`config.mk`:
```
export PLATFORM = sky130hd
export DESIGN_NAME = rob_commit_ctrl_flat
export DESIGN_NICKNAME = d
export VERILOG_FILES = /design/src/rtl/rob_commit_ctrl_if.sv /design/src/rtl/rob_commit_ctrl.sv /design/src/flat_wrapper.sv
export SDC_FILE = /design/constraint.sdc
export NUM_CORES = 2
export LEC_CHECK = 0
export CAP_MARGIN = 5
export CORE_UTILIZATION = 38
export CTS_BUF_LIST = sky130_fd_sc_hd__clkbuf_4 sky130_fd_sc_hd__clkbuf_8 sky130_fd_sc_hd__clkbuf_16
export CTS_CLUSTER_DIAMETER = 80
export CTS_CLUSTER_SIZE = 8
export DETAILED_ROUTE_END_ITERATION = 8
export GPL_ROUTABILITY_DRIVEN = 0
export GPL_TIMING_DRIVEN = 0
export HOLD_SLACK_MARGIN = 0.1
export SLEW_MARGIN = 10
export SYNTH_ARGS = -nofsm -noshare
export SYNTH_HDL_FRONTEND = slang
export SYNTH_SLANG_ARGS = --single-unit
```
`constraint.sdc`:
```
create_clock -name clk_in -period 7.3 [get_ports clk_in]
set_clock_uncertainty 0.05 [all_clocks]
set_input_delay 1.46 -clock clk_in [delete_from_list [all_inputs] [get_ports clk_in]]
set_output_delay 1.46 -clock clk_in [all_outputs]
set_load 0.05 [all_outputs]
```
`src/rtl/rob_commit_ctrl_if.sv`:
```
// Dispatcher, CDB and register-file signals of the reorder buffer.
// The ROB side uses the slave modport; its environment uses master.
interface rob_commit_ctrl_if;
  logic        alloc_valid_from_dispatcher;
  logic [4:0]  alloc_rd_from_dispatcher;
  logic        alloc_is_branch_from_dispatcher;
  logic        alloc_pred_taken_from_dispatcher;
  logic [31:0] alloc_alt_pc_from_dispatcher;
  logic        full_to_dispatcher;
  logic [4:0]  alloc_tag_to_dispatcher;

  logic        wb_valid_from_cdb;
  logic [4:0]  wb_tag_from_cdb;
  logic [31:0] wb_value_from_cdb;
  logic        wb_taken_from_cdb;

  logic [4:0]  query_tag1_from_dispatcher;
  logic [4:0]  query_tag2_from_dispatcher;
  logic        query_ready1_to_dispatcher;
  logic        query_ready2_to_dispatcher;
  logic [31:0] query_value1_to_dispatcher;
  logic [31:0] query_value2_to_dispatcher;

  logic        commit_flag_to_regfile;
  logic [4:0]  rd_to_regfile;
  logic [4:0]  Q_to_regfile;
  logic [31:0] V_to_regfile;
  logic        rollback_flag_to_regfile;
  logic [31:0] rollback_pc_to_fetch;

  modport slave (
    input  alloc_valid_from_dispatcher,
    input  alloc_rd_from_dispatcher,
    input  alloc_is_branch_from_dispatcher,
    input  alloc_pred_taken_from_dispatcher,
    input  alloc_alt_pc_from_dispatcher,
    output full_to_dispatcher,
    output alloc_tag_to_dispatcher,
    input  wb_valid_from_cdb,
    input  wb_tag_from_cdb,
    input  wb_value_from_cdb,
    input  wb_taken_from_cdb,
    input  query_tag1_from_dispatcher,
    input  query_tag2_from_dispatcher,
    output query_ready1_to_dispatcher,
    output query_ready2_to_dispatcher,
    output query_value1_to_dispatcher,
    output query_value2_to_dispatcher,
    output commit_flag_to_regfile,
    output rd_to_regfile,
    output Q_to_regfile,
    output V_to_regfile,
    output rollback_flag_to_regfile,
    output rollback_pc_to_fetch
  );

  modport master (
    output alloc_valid_from_dispatcher,
    output alloc_rd_from_dispatcher,
    output alloc_is_branch_from_dispatcher,
    output alloc_pred_taken_from_dispatcher,
    output alloc_alt_pc_from_dispatcher,
    input  full_to_dispatcher,
    input  alloc_tag_to_dispatcher,
    output wb_valid_from_cdb,
    output wb_tag_from_cdb,
    output wb_value_from_cdb,
    output wb_taken_from_cdb,
    output query_tag1_from_dispatcher,
    output query_tag2_from_dispatcher,
    input  query_ready1_to_dispatcher,
    input  query_ready2_to_dispatcher,
    input  query_value1_to_dispatcher,
    input  query_value2_to_dispatcher,
    input  commit_flag_to_regfile,
    input  rd_to_regfile,
    input  Q_to_regfile,
    input  V_to_regfile,
    input  rollback_flag_to_regfile,
    input  rollback_pc_to_fetch
  );
endinterface

```
`src/rtl/rob_commit_ctrl.sv`:
```
// Reorder buffer with in-order commit and branch-mispredict rollback.
// Tag = entry index + 1; tag 0 means "no producer".
module rob_commit_ctrl #(
  parameter int unsigned ROB_SIZE = 16,
  parameter int unsigned PTR_W    = 4
) (
  input  logic clk_in,
  input  logic rst_in,
  input  logic rdy_in,
  rob_commit_ctrl_if.slave bus
);

  localparam int unsigned CNT_W = PTR_W + 1;

  logic [PTR_W-1:0]    head;
  logic [PTR_W-1:0]    tail;
  logic [CNT_W-1:0]    count;
  logic [ROB_SIZE-1:0] busy;
  logic [ROB_SIZE-1:0] ready;
  logic [ROB_SIZE-1:0] is_br;
  logic [ROB_SIZE-1:0] pred;
  logic [ROB_SIZE-1:0] tkn;
  logic [4:0]          rd_q  [ROB_SIZE];
  logic [31:0]         val_q [ROB_SIZE];
  logic [31:0]         alt_q [ROB_SIZE];

  logic             full;
  logic             head_rdy;
  logic             mispred;
  logic             do_commit;
  logic             do_alloc;
  logic             wb_hit;
  logic [PTR_W-1:0] wb_idx;
  logic [PTR_W-1:0] q1_idx;
  logic [PTR_W-1:0] q2_idx;
  logic             q1_ok;
  logic             q2_ok;
  logic [PTR_W-1:0] head_nxt;
  logic [PTR_W-1:0] tail_nxt;

  function automatic logic [PTR_W-1:0] tag_idx(input logic [4:0] t);
    return PTR_W'(t - 5'd1);
  endfunction

  function automatic logic tag_ok(input logic [4:0] t);
    return (t != 5'd0) && (32'(t) <= ROB_SIZE);
  endfunction

  always_comb begin
    full      = (count == CNT_W'(ROB_SIZE));
    head_rdy  = (count != '0) && busy[head] && ready[head];
    mispred   = head_rdy && is_br[head] && (tkn[head] != pred[head]);
    do_commit = head_rdy && !mispred;
    do_alloc  = bus.alloc_valid_from_dispatcher && !full && !mispred;

    wb_idx = tag_idx(bus.wb_tag_from_cdb);
    wb_hit = bus.wb_valid_from_cdb && tag_ok(bus.wb_tag_from_cdb)
             && busy[wb_idx];

    q1_idx = tag_idx(bus.query_tag1_from_dispatcher);
    q2_idx = tag_idx(bus.query_tag2_from_dispatcher);
    q1_ok  = tag_ok(bus.query_tag1_from_dispatcher)
             && busy[q1_idx] && ready[q1_idx];
    q2_ok  = tag_ok(bus.query_tag2_from_dispatcher)
             && busy[q2_idx] && ready[q2_idx];

    head_nxt = (head == PTR_W'(ROB_SIZE - 1)) ? '0 : head + PTR_W'(1);
    tail_nxt = (tail == PTR_W'(ROB_SIZE - 1)) ? '0 : tail + PTR_W'(1);
  end

  assign bus.full_to_dispatcher         = full;
  assign bus.alloc_tag_to_dispatcher    = 5'(tail) + 5'd1;
  assign bus.query_ready1_to_dispatcher = q1_ok;
  assign bus.query_ready2_to_dispatcher = q2_ok;
  assign bus.query_value1_to_dispatcher = q1_ok ? val_q[q1_idx] : '0;
  assign bus.query_value2_to_dispatcher = q2_ok ? val_q[q2_idx] : '0;

  always_ff @(posedge clk_in) begin
    if (rst_in) begin
      head  <= '0;
      tail  <= '0;
      count <= '0;
      busy  <= '0;
      ready <= '0;
      bus.commit_flag_to_regfile   <= 1'b0;
      bus.rd_to_regfile            <= '0;
      bus.Q_to_regfile             <= '0;
      bus.V_to_regfile             <= '0;
      bus.rollback_flag_to_regfile <= 1'b0;
      bus.rollback_pc_to_fetch     <= '0;
    end else if (!rdy_in) begin
      bus.commit_flag_to_regfile   <= 1'b0;
      bus.rollback_flag_to_regfile <= 1'b0;
    end else begin
      bus.commit_flag_to_regfile   <= do_commit;
      bus.rollback_flag_to_regfile <= mispred;
      if (wb_hit) begin
        ready[wb_idx] <= 1'b1;
        val_q[wb_idx] <= bus.wb_value_from_cdb;
        tkn[wb_idx]   <= bus.wb_taken_from_cdb;
      end
      if (do_commit) begin
        bus.rd_to_regfile <= rd_q[head];
        bus.Q_to_regfile  <= 5'(head) + 5'd1;
        bus.V_to_regfile  <= val_q[head];
        busy[head]        <= 1'b0;
        ready[head]       <= 1'b0;
        head              <= head_nxt;
      end
      if (do_alloc) begin
        busy[tail]  <= 1'b1;
        ready[tail] <= 1'b0;
        rd_q[tail]  <= bus.alloc_rd_from_dispatcher;
        is_br[tail] <= bus.alloc_is_branch_from_dispatcher;
        pred[tail]  <= bus.alloc_pred_taken_from_dispatcher;
        alt_q[tail] <= bus.alloc_alt_pc_from_dispatcher;
        tail        <= tail_nxt;
      end
      if (do_alloc && !do_commit)
        count <= count + CNT_W'(1);
      else if (do_commit && !do_alloc)
        count <= count - CNT_W'(1);
      // A mispredict flushes everything, overriding this edge's updates.
      if (mispred) begin
        bus.rollback_pc_to_fetch <= alt_q[head];
        head  <= '0;
        tail  <= '0;
        count <= '0;
        busy  <= '0;
        ready <= '0;
      end
    end
  end

endmodule

```
`src/flat_wrapper.sv`:
```
// flat-port wrapper written by rule: the top's interface ports become plain ports
module rob_commit_ctrl_flat 
#(
  parameter int unsigned ROB_SIZE = 16,
  parameter int unsigned PTR_W    = 4
)
  (clk_in, rst_in, rdy_in, bus_alloc_valid_from_dispatcher, bus_alloc_rd_from_dispatcher, bus_alloc_is_branch_from_dispatcher, bus_alloc_pred_taken_from_dispatcher, bus_alloc_alt_pc_from_dispatcher, bus_full_to_dispatcher, bus_alloc_tag_to_dispatcher, bus_wb_valid_from_cdb, bus_wb_tag_from_cdb, bus_wb_value_from_cdb, bus_wb_taken_from_cdb, bus_query_tag1_from_dispatcher, bus_query_tag2_from_dispatcher, bus_query_ready1_to_dispatcher, bus_query_ready2_to_dispatcher, bus_query_value1_to_dispatcher, bus_query_value2_to_dispatcher, bus_commit_flag_to_regfile, bus_rd_to_regfile, bus_Q_to_regfile, bus_V_to_regfile, bus_rollback_flag_to_regfile, bus_rollback_pc_to_fetch);
  rob_commit_ctrl_if bus_i ();
  input  logic clk_in;
  input  logic rst_in;
  input  logic rdy_in;
  input wire logic [$bits(bus_i.alloc_valid_from_dispatcher)-1:0] bus_alloc_valid_from_dispatcher;
  input wire logic [$bits(bus_i.alloc_rd_from_dispatcher)-1:0] bus_alloc_rd_from_dispatcher;
  input wire logic [$bits(bus_i.alloc_is_branch_from_dispatcher)-1:0] bus_alloc_is_branch_from_dispatcher;
  input wire logic [$bits(bus_i.alloc_pred_taken_from_dispatcher)-1:0] bus_alloc_pred_taken_from_dispatcher;
  input wire logic [$bits(bus_i.alloc_alt_pc_from_dispatcher)-1:0] bus_alloc_alt_pc_from_dispatcher;
  output wire logic [$bits(bus_i.full_to_dispatcher)-1:0] bus_full_to_dispatcher;
  output wire logic [$bits(bus_i.alloc_tag_to_dispatcher)-1:0] bus_alloc_tag_to_dispatcher;
  input wire logic [$bits(bus_i.wb_valid_from_cdb)-1:0] bus_wb_valid_from_cdb;
  input wire logic [$bits(bus_i.wb_tag_from_cdb)-1:0] bus_wb_tag_from_cdb;
  input wire logic [$bits(bus_i.wb_value_from_cdb)-1:0] bus_wb_value_from_cdb;
  input wire logic [$bits(bus_i.wb_taken_from_cdb)-1:0] bus_wb_taken_from_cdb;
  input wire logic [$bits(bus_i.query_tag1_from_dispatcher)-1:0] bus_query_tag1_from_dispatcher;
  input wire logic [$bits(bus_i.query_tag2_from_dispatcher)-1:0] bus_query_tag2_from_dispatcher;
  output wire logic [$bits(bus_i.query_ready1_to_dispatcher)-1:0] bus_query_ready1_to_dispatcher;
  output wire logic [$bits(bus_i.query_ready2_to_dispatcher)-1:0] bus_query_ready2_to_dispatcher;
  output wire logic [$bits(bus_i.query_value1_to_dispatcher)-1:0] bus_query_value1_to_dispatcher;
  output wire logic [$bits(bus_i.query_value2_to_dispatcher)-1:0] bus_query_value2_to_dispatcher;
  output wire logic [$bits(bus_i.commit_flag_to_regfile)-1:0] bus_commit_flag_to_regfile;
  output wire logic [$bits(bus_i.rd_to_regfile)-1:0] bus_rd_to_regfile;
  output wire logic [$bits(bus_i.Q_to_regfile)-1:0] bus_Q_to_regfile;
  output wire logic [$bits(bus_i.V_to_regfile)-1:0] bus_V_to_regfile;
  output wire logic [$bits(bus_i.rollback_flag_to_regfile)-1:0] bus_rollback_flag_to_regfile;
  output wire logic [$bits(bus_i.rollback_pc_to_fetch)-1:0] bus_rollback_pc_to_fetch;
  assign bus_i.alloc_valid_from_dispatcher = bus_alloc_valid_from_dispatcher;
  assign bus_i.alloc_rd_from_dispatcher = bus_alloc_rd_from_dispatcher;
  assign bus_i.alloc_is_branch_from_dispatcher = bus_alloc_is_branch_from_dispatcher;
  assign bus_i.alloc_pred_taken_from_dispatcher = bus_alloc_pred_taken_from_dispatcher;
  assign bus_i.alloc_alt_pc_from_dispatcher = bus_alloc_alt_pc_from_dispatcher;
  assign bus_full_to_dispatcher = bus_i.full_to_dispatcher;
  assign bus_alloc_tag_to_dispatcher = bus_i.alloc_tag_to_dispatcher;
  assign bus_i.wb_valid_from_cdb = bus_wb_valid_from_cdb;
  assign bus_i.wb_tag_from_cdb = bus_wb_tag_from_cdb;
  assign bus_i.wb_value_from_cdb = bus_wb_value_from_cdb;
  assign bus_i.wb_taken_from_cdb = bus_wb_taken_from_cdb;
  assign bus_i.query_tag1_from_dispatcher = bus_query_tag1_from_dispatcher;
  assign bus_i.query_tag2_from_dispatcher = bus_query_tag2_from_dispatcher;
  assign bus_query_ready1_to_dispatcher = bus_i.query_ready1_to_dispatcher;
  assign bus_query_ready2_to_dispatcher = bus_i.query_ready2_to_dispatcher;
  assign bus_query_value1_to_dispatcher = bus_i.query_value1_to_dispatcher;
  assign bus_query_value2_to_dispatcher = bus_i.query_value2_to_dispatcher;
  assign bus_commit_flag_to_regfile = bus_i.commit_flag_to_regfile;
  assign bus_rd_to_regfile = bus_i.rd_to_regfile;
  assign bus_Q_to_regfile = bus_i.Q_to_regfile;
  assign bus_V_to_regfile = bus_i.V_to_regfile;
  assign bus_rollback_flag_to_regfile = bus_i.rollback_flag_to_regfile;
  assign bus_rollback_pc_to_fetch = bus_i.rollback_pc_to_fetch;
  rob_commit_ctrl #(.ROB_SIZE(ROB_SIZE), .PTR_W(PTR_W)) u_core (.clk_in(clk_in), .rst_in(rst_in), .rdy_in(rdy_in), .bus(bus_i));
endmodule
```
# Yosys cells after proc, flatten, opt, wreduce, memory -nomap -nowiden
# Memories as Yosys holds them, arrays and structs flattened. A register that Yosys moved wholly into a read port is not among the register bits.
# Index checks and enable logic that the tools add are counted.
totals:
  wordCells: 148
  ramBits: 1104
  memories: 3
  register_bits: 100
  out_inout_bits: 148
  in_bits: 92
op_classes:
  bitwise_logic: 9
  n_addsub: 9
  n_lt_le_gt_ge: 11
  n_eq_ne: 4
  mux: 61
  reduce_logical: 40
memory_table:
  columns: ["memory", "depth", "word_bits", "read_ports", "rd_clocked_by_memory_dff", "write_ports", "line", "source"]
  rows:
  - ["u_core.alt_q", 16, 32, 1, 1, 1, "rob_commit_ctrl.sv:25", "logic [31:0] alt_q [ROB_SIZE];"]
  - ["u_core.val_q", 16, 32, 3, 1, 1, "rob_commit_ctrl.sv:24", "logic [31:0] val_q [ROB_SIZE];"]
  - ["u_core.rd_q", 16, 5, 1, 1, 1, "rob_commit_ctrl.sv:23", "logic [4:0] rd_q [ROB_SIZE];"]
op_table:
  columns: ["cell", "n"]
  rows:
  - ["$mux W16", 13]
  - ["$mux W32", 2]
  - ["$and A16 B16 Y16", 3]
  - ["$bwmux W16", 3]
  - ["$bmux W1 S4", 10]
  - ["$not A16 Y16", 2]
  - ["$or A16 B16 Y16", 2]
  - ["$lt A4 B5 Y1 const B", 5]
  - ["$mux W4", 6]
  - ["$logic_and A1 B1 Y1", 21]
  - ["$mux W1", 21]
  - ["$reduce_bool A5 Y1", 4]
  - ["$le A5 B5 Y1 const B", 3]
  - ["$mux W5", 3]
  - ["$demux W1 S4", 3]
  - ["$ge A4 B1 Y1 const B", 3]
  - ["$sub A4 B1 Y4 const B", 3]
  - ["$add A4 B1 Y5 const B", 2]
  - ["$reduce_and A2 Y1", 5]
  - ["$add A4 B1 Y4 const B", 2]
  - ["$eq A4 B4 Y1 const B", 2]
  - ["$reduce_and A3 Y1", 2]
  - ["$add A5 B1 Y5 const B", 1]
  - ["$eq A5 B5 Y1 const B", 1]
  - ["7 further kinds", 12]

# Depth between registers and ports, before layout
logic_depth:
  depth_word: 16
  mapped_depth: 13
  ltp_nobuf: 11

# Least setup slack after synthesis
# OpenSTA, ideal clock, no wires.
synth_timing:
  kind: "input-to-output"
  from: "input port bus_query_tag2_from_dispatcher[0]"
  to: "output port bus_query_value2_to_dispatcher[22]"
  setup_slack_ps: 1424
  arrival_ps: 4366
  t_required_ps: 5790
  n_path_buf: 2
  cell_stages: 9
  path_cell_list: "inv_1 > ha_1 > xnor2_1 > clkbuf_1 > mux4_2 > mux4_2 > nor2_1 > clkbuf_1 > and2_1"
synth_via:
  elab_chain_len: 6
  word_cells_on_any_way: 12
  classes_between: "1 x add/sub; 1 x order compare; 5 x mux; 4 x reduce/logical; 1 x memory"
synth_rtl:
  columns: ["item", "line", "source"]
  rows:
  - ["start: declaration", "flat_wrapper.sv:24", "input wire logic [$bits(bus_i.query_tag2_from_dispatcher)-1:0] bus_query_tag2_from_dispatcher;"]
  - ["$sub A4 B1 Y4", "rob_commit_ctrl.sv:42", "return PTR_W'(t - 5'd1);"]
  - ["$bmux W1 S4", "rob_commit_ctrl.sv:65", "&& busy[q2_idx] && ready[q2_idx];"]
  - ["$mux W1 (not written as such)", "rob_commit_ctrl.sv:65", null]
  - ["$logic_and A1 B1 Y1", "rob_commit_ctrl.sv:65", null]
  - ["$logic_and A1 B1 Y1 (*)", "rob_commit_ctrl.sv:65", null]
  - ["net bus_query_ready2_to_dispatcher", "flat_wrapper.sv:26", "output wire logic [$bits(bus_i.query_ready2_to_dispatcher)-1:0] bus_query_ready2_to_dispatcher;"]
  - ["$mux W32 (*)", "rob_commit_ctrl.sv:76", "assign bus.query_value2_to_dispatcher = q2_ok ? val_q[q2_idx] : '0;"]
  - ["end: declaration", "flat_wrapper.sv:28", "output wire logic [$bits(bus_i.query_value2_to_dispatcher)-1:0] bus_query_value2_to_dispatcher;"]
# The timed path passes the listed nets; every way through them passes the cells marked *. The select of a mux whose other input is x is not followed.

# Worst setup path after layout
layout_timing:
  from: "input port bus_query_tag1_from_dispatcher[0]"
  to: "output port bus_query_value1_to_dispatcher[16]"
layout_via:
  elab_chain_len: 6
  word_cells_on_any_way: 12
  classes_between: "1 x add/sub; 1 x order compare; 5 x mux; 4 x reduce/logical; 1 x memory"
layout_rtl:
  columns: ["item", "line", "source"]
  rows:
  - ["start: declaration", "flat_wrapper.sv:23", "input wire logic [$bits(bus_i.query_tag1_from_dispatcher)-1:0] bus_query_tag1_from_dispatcher;"]
  - ["$sub A4 B1 Y4", "rob_commit_ctrl.sv:42", null]
  - ["$bmux W1 S4", "rob_commit_ctrl.sv:63", "&& busy[q1_idx] && ready[q1_idx];"]
  - ["$mux W1 (not written as such)", "rob_commit_ctrl.sv:63", null]
  - ["$logic_and A1 B1 Y1 (2 in a row)", "rob_commit_ctrl.sv:63", null]
  - ["$mux W32 (*)", "rob_commit_ctrl.sv:75", "assign bus.query_value1_to_dispatcher = q1_ok ? val_q[q1_idx] : '0;"]
  - ["end: declaration", "flat_wrapper.sv:27", "output wire logic [$bits(bus_i.query_value1_to_dispatcher)-1:0] bus_query_value1_to_dispatcher;"]
# Every way passes the cells marked *; elsewhere a longest branch is shown, timed or not. The select of a mux whose other input is x is not followed.

==> flow_summary.toml <==
[clock_network]
cts-buffers-inserted = 177
cts_tree = "built"
clock-sinks = 1273
cts.hold.buffers_added = 0
insertion_delay_ns = 0.82
clock_path_buffers = 3
cts_root_buf = "clkbuf_16"
htreeDepth = 4
path_clk_slew_ns = 0.05

[yosys]
synth_top_area_share_pct = 59.9
synth_common_cells = "edfxtp_1, mux4_2, nand2_1"
netlist.top_cell.by_area = "edfxtp_1"
yosys_warnings = 0
ys_types = 62
yosysMostFrequentCell = "edfxtp_1"
ys_ff_latch = 1273
synthMuxAreaShare_pct = 27.9
synth_compound_area_share_pct = 1.88
synth-seq-area-share_pct = 64.1
synth-edff-count = 1152
synthFlopType = "edfxtp_1"
avgSynthCellArea_um2 = 20.1
synthArstFlopShare_pct = 0
synth_top_family_by_area = "multiplexers"
syn-cell-area_um2 = 57700
synth_adder_area_share_pct = 0.468
synth_xor_area_share_pct = 0.286
syn_nets = 2980
synthSimpleGateAreaFrac_pct = 3.51
synthCells = 2867
synthTopCellsByArea = "edfxtp_1, mux4_2, dfxtp_1"

[setup_path]
path_delay_family = "buffers and inverters"
cpPeakStageDelay_ns = 0.83
endpoint_kind = "primary output"
critPathLaunchType = "input port"
worst-path-buf-inv = 5
crit_required_ns = 5.79
worstPathMaxFanout = 10
worst_ep_arrival_time_ns = 5.78
worstPathCellList = "clkdlybuf4s50_1, inv_1, ha_1, xnor2_1, buf_2, mux4_2, mux4_2, nor2_4, clkbuf_2, and2_1, clkdlybuf4s50_1"
critical_path_class = "input port to primary output"
critPathSlowestCell = "clkdlybuf4s50_1"

[global_route]
grt_pass1_wl_um = 258000
grt_usage_pct = 24.2
antenna_found_initial = 19
grt_overflow_total = 0
grt_pass1_vias = 33600
grt_max_degree = 20

[place]
placed_cells = 5194
io_buffers = 238
pre_cts_ws_ns = -1.34
dpl.hpwl_um = 123000

[outcome]
status = "finished clean"

[floorplan]
dieArea_um2 = 153000
die_w_um = 392
die_y_um = 392
io_pins = 240
initial_core_util_pct = 38.4
rows = 142
core_area_um2 = 150000

[routing]
wl_per_cell_um = 33.6
dr.pass1.iters = 6
num_vias = 33500
route.detailed.drc = 0
postRouteAntennaNets = 0
via_per_inst = 6.07
drt_iter0_markers = 4359
routed_wl_um = 186000

[run]
maxCapViolCount = 0

[timing]
timing.final.ws_setup_ns = 0.0109
period_minus_slack_ns = 7.29
max-slew-margin-rel_pct = 14.3
clock.fmax_mhz = 137
hold_viol = 0
period_share_pct = 99.9
finalSetupViolations = 0
tightest_slew_ns = 1.28
setup_tns_ns = 0
slew_viol_final = 0

[power]
max-vdd-ir-drop_v = 0.000217
power_density_nw_per_um2 = 248
power.leakage_nw = 22.0

[finish]
syn_to_final_growth_pct = 22.1
fin_cells = 5523
drive_above_1_share_pct = 36.3
regArea_um2 = 37000
nets = 3472
n_fill_cell = 12500
final_core_util_pct = 46.9
multi_input_area_um2 = 19900

[min_path]
hp-class = "register to register"
cell usage in the layout, fill, tap and decap left out, types with 11 or more instances in the layout:
cell type	n
buf_2	53
a21oi_1	70
and3_1	15
buf_16	31
inv_1	31
clkbuf_2	40
clkbuf_16	178
buf_1	20
edfxtp_1	1152
clkdlybuf4s50_1	213
o32ai_1	15
clkdlybuf4s15_2	13
mux2i_1	47
nand3_1	24
buf_6	12
clkbuf_1	68
o41ai_2	11
dlygate4sd2_1	16
nand2_1	139
dfxtp_1	121
clkinv_16	13
buf_4	14
ha_1	20
and4_1	13
buf_12	31
clkbuf_4	130
nor2_4	32
nor2_1	85
and2_1	70
mux4_2	693
final timing paths:
kind	startpoint	endpoint	slack, ns	cells past startpoint
setup / recovery	bus_query_tag1_from_dispatcher[0]	bus_query_value1_to_dispatcher[16]	0.01	11
hold / removal	u_core.bus.rollback_pc_to_fetch[3]	u_core.bus.rollback_pc_to_fetch[3]	0.40	2
setup reg to reg	u_core.head[0]	u_core.alt_q[15][27]	2.85	13
hold reg to reg	u_core.bus.rollback_pc_to_fetch[3]	u_core.bus.rollback_pc_to_fetch[3]	0.40	2
state kept, by name (all words and copies together) (netlist names), 5 cells and up:
signal,flops
u_core.alt_q,512
u_core.is_br,16
u_core.ready,16
u_core.val_q,512
u_core.busy,16
u_core.bus.rollback_pc_to_fetch,32
u_core.bus.V_to_regfile,32
u_core.count,5
u_core.bus.Q_to_regfile,5
u_core.pred,16
u_core.bus.rd_to_regfile,5
u_core.rd_q,80
u_core.tkn,16
cell families after synthesis:
| family | count (synthesis) |
|---|---|
| compound gates | 150 |
| xor+xnor | 18 |
| fa+ha+maj | 21 |
| buf+inv | 244 |
| flops | 1273 |
| mux | 741 |
| simple gates | 420 |
repair_timing:
item                                    CTS  global route
pin swaps                                 0             1
resized for setup                        78            16
setup buffers                             0             2
endpoints found under the setup margin   66            39
gates cloned                              0             0
power by group:
group / total, mW / switching [mW] / internal (mW) / leakage (nW)
registers: 7.99 / 0.0150 / 7.98 / 11.3
clock network: 8.30 / 3.23 / 5.07 / 2.93
logic: 1.21 / 0.728 / 0.479 / 7.71
total: 17.5 / 3.98 / 13.5 / 22.0
worst register-to-register path, delay by kind of cell, from the launching register on:
kind / cells / cell delay [ns]
xor gates and xnor gates: 1 / 0.24
DFF: 1 / 0.38
buffers and inverters: 6 / 1.46
muxes: 1 / 0.57
and+or+nand+nor: 4 / 1.23
AOI/OAI and AO/OA: 1 / 0.24
final cells by class:
type,instances,share of cell area (%)
antenna,7,0.0249
buffer,212,1.59
clock buffer,305,7.67
clock inverter,15,0.577
inverter,32,0.170
multi-input combinational,1350,28.2
sequential,1273,52.5
tap,2016,3.58
timing repair buffer,313,5.62
per-stage QoR:
stage | hold WS (ns) | cell area (um^2) | total power, mW
2_1_floorplan | 0.387 | 57700 | 8.81
3_3_place_gp | 0.393 | 62600 | 9.31
3_5_place_dp | 0.397 | 64400 | 9.33
4_1_cts | 0.404 | 70400 | 17.6
5_1_grt | 0.416 | 70500 | 17.9
6_report | 0.403 | 70500 | 17.5
metal layers:
metal | vias to the layer above | GRT usage, % | routed length, um
li1 | 13300 | - | -
met1 | 18000 | 33.8 | 75000
met2 | 2026 | 37.0 | 85900
met3 | 271 | 7.00 | 19700
met4 | 12 | 6.92 | 4810
met5 | - | 0 | 80
Power figures use the tool's default switching activity.
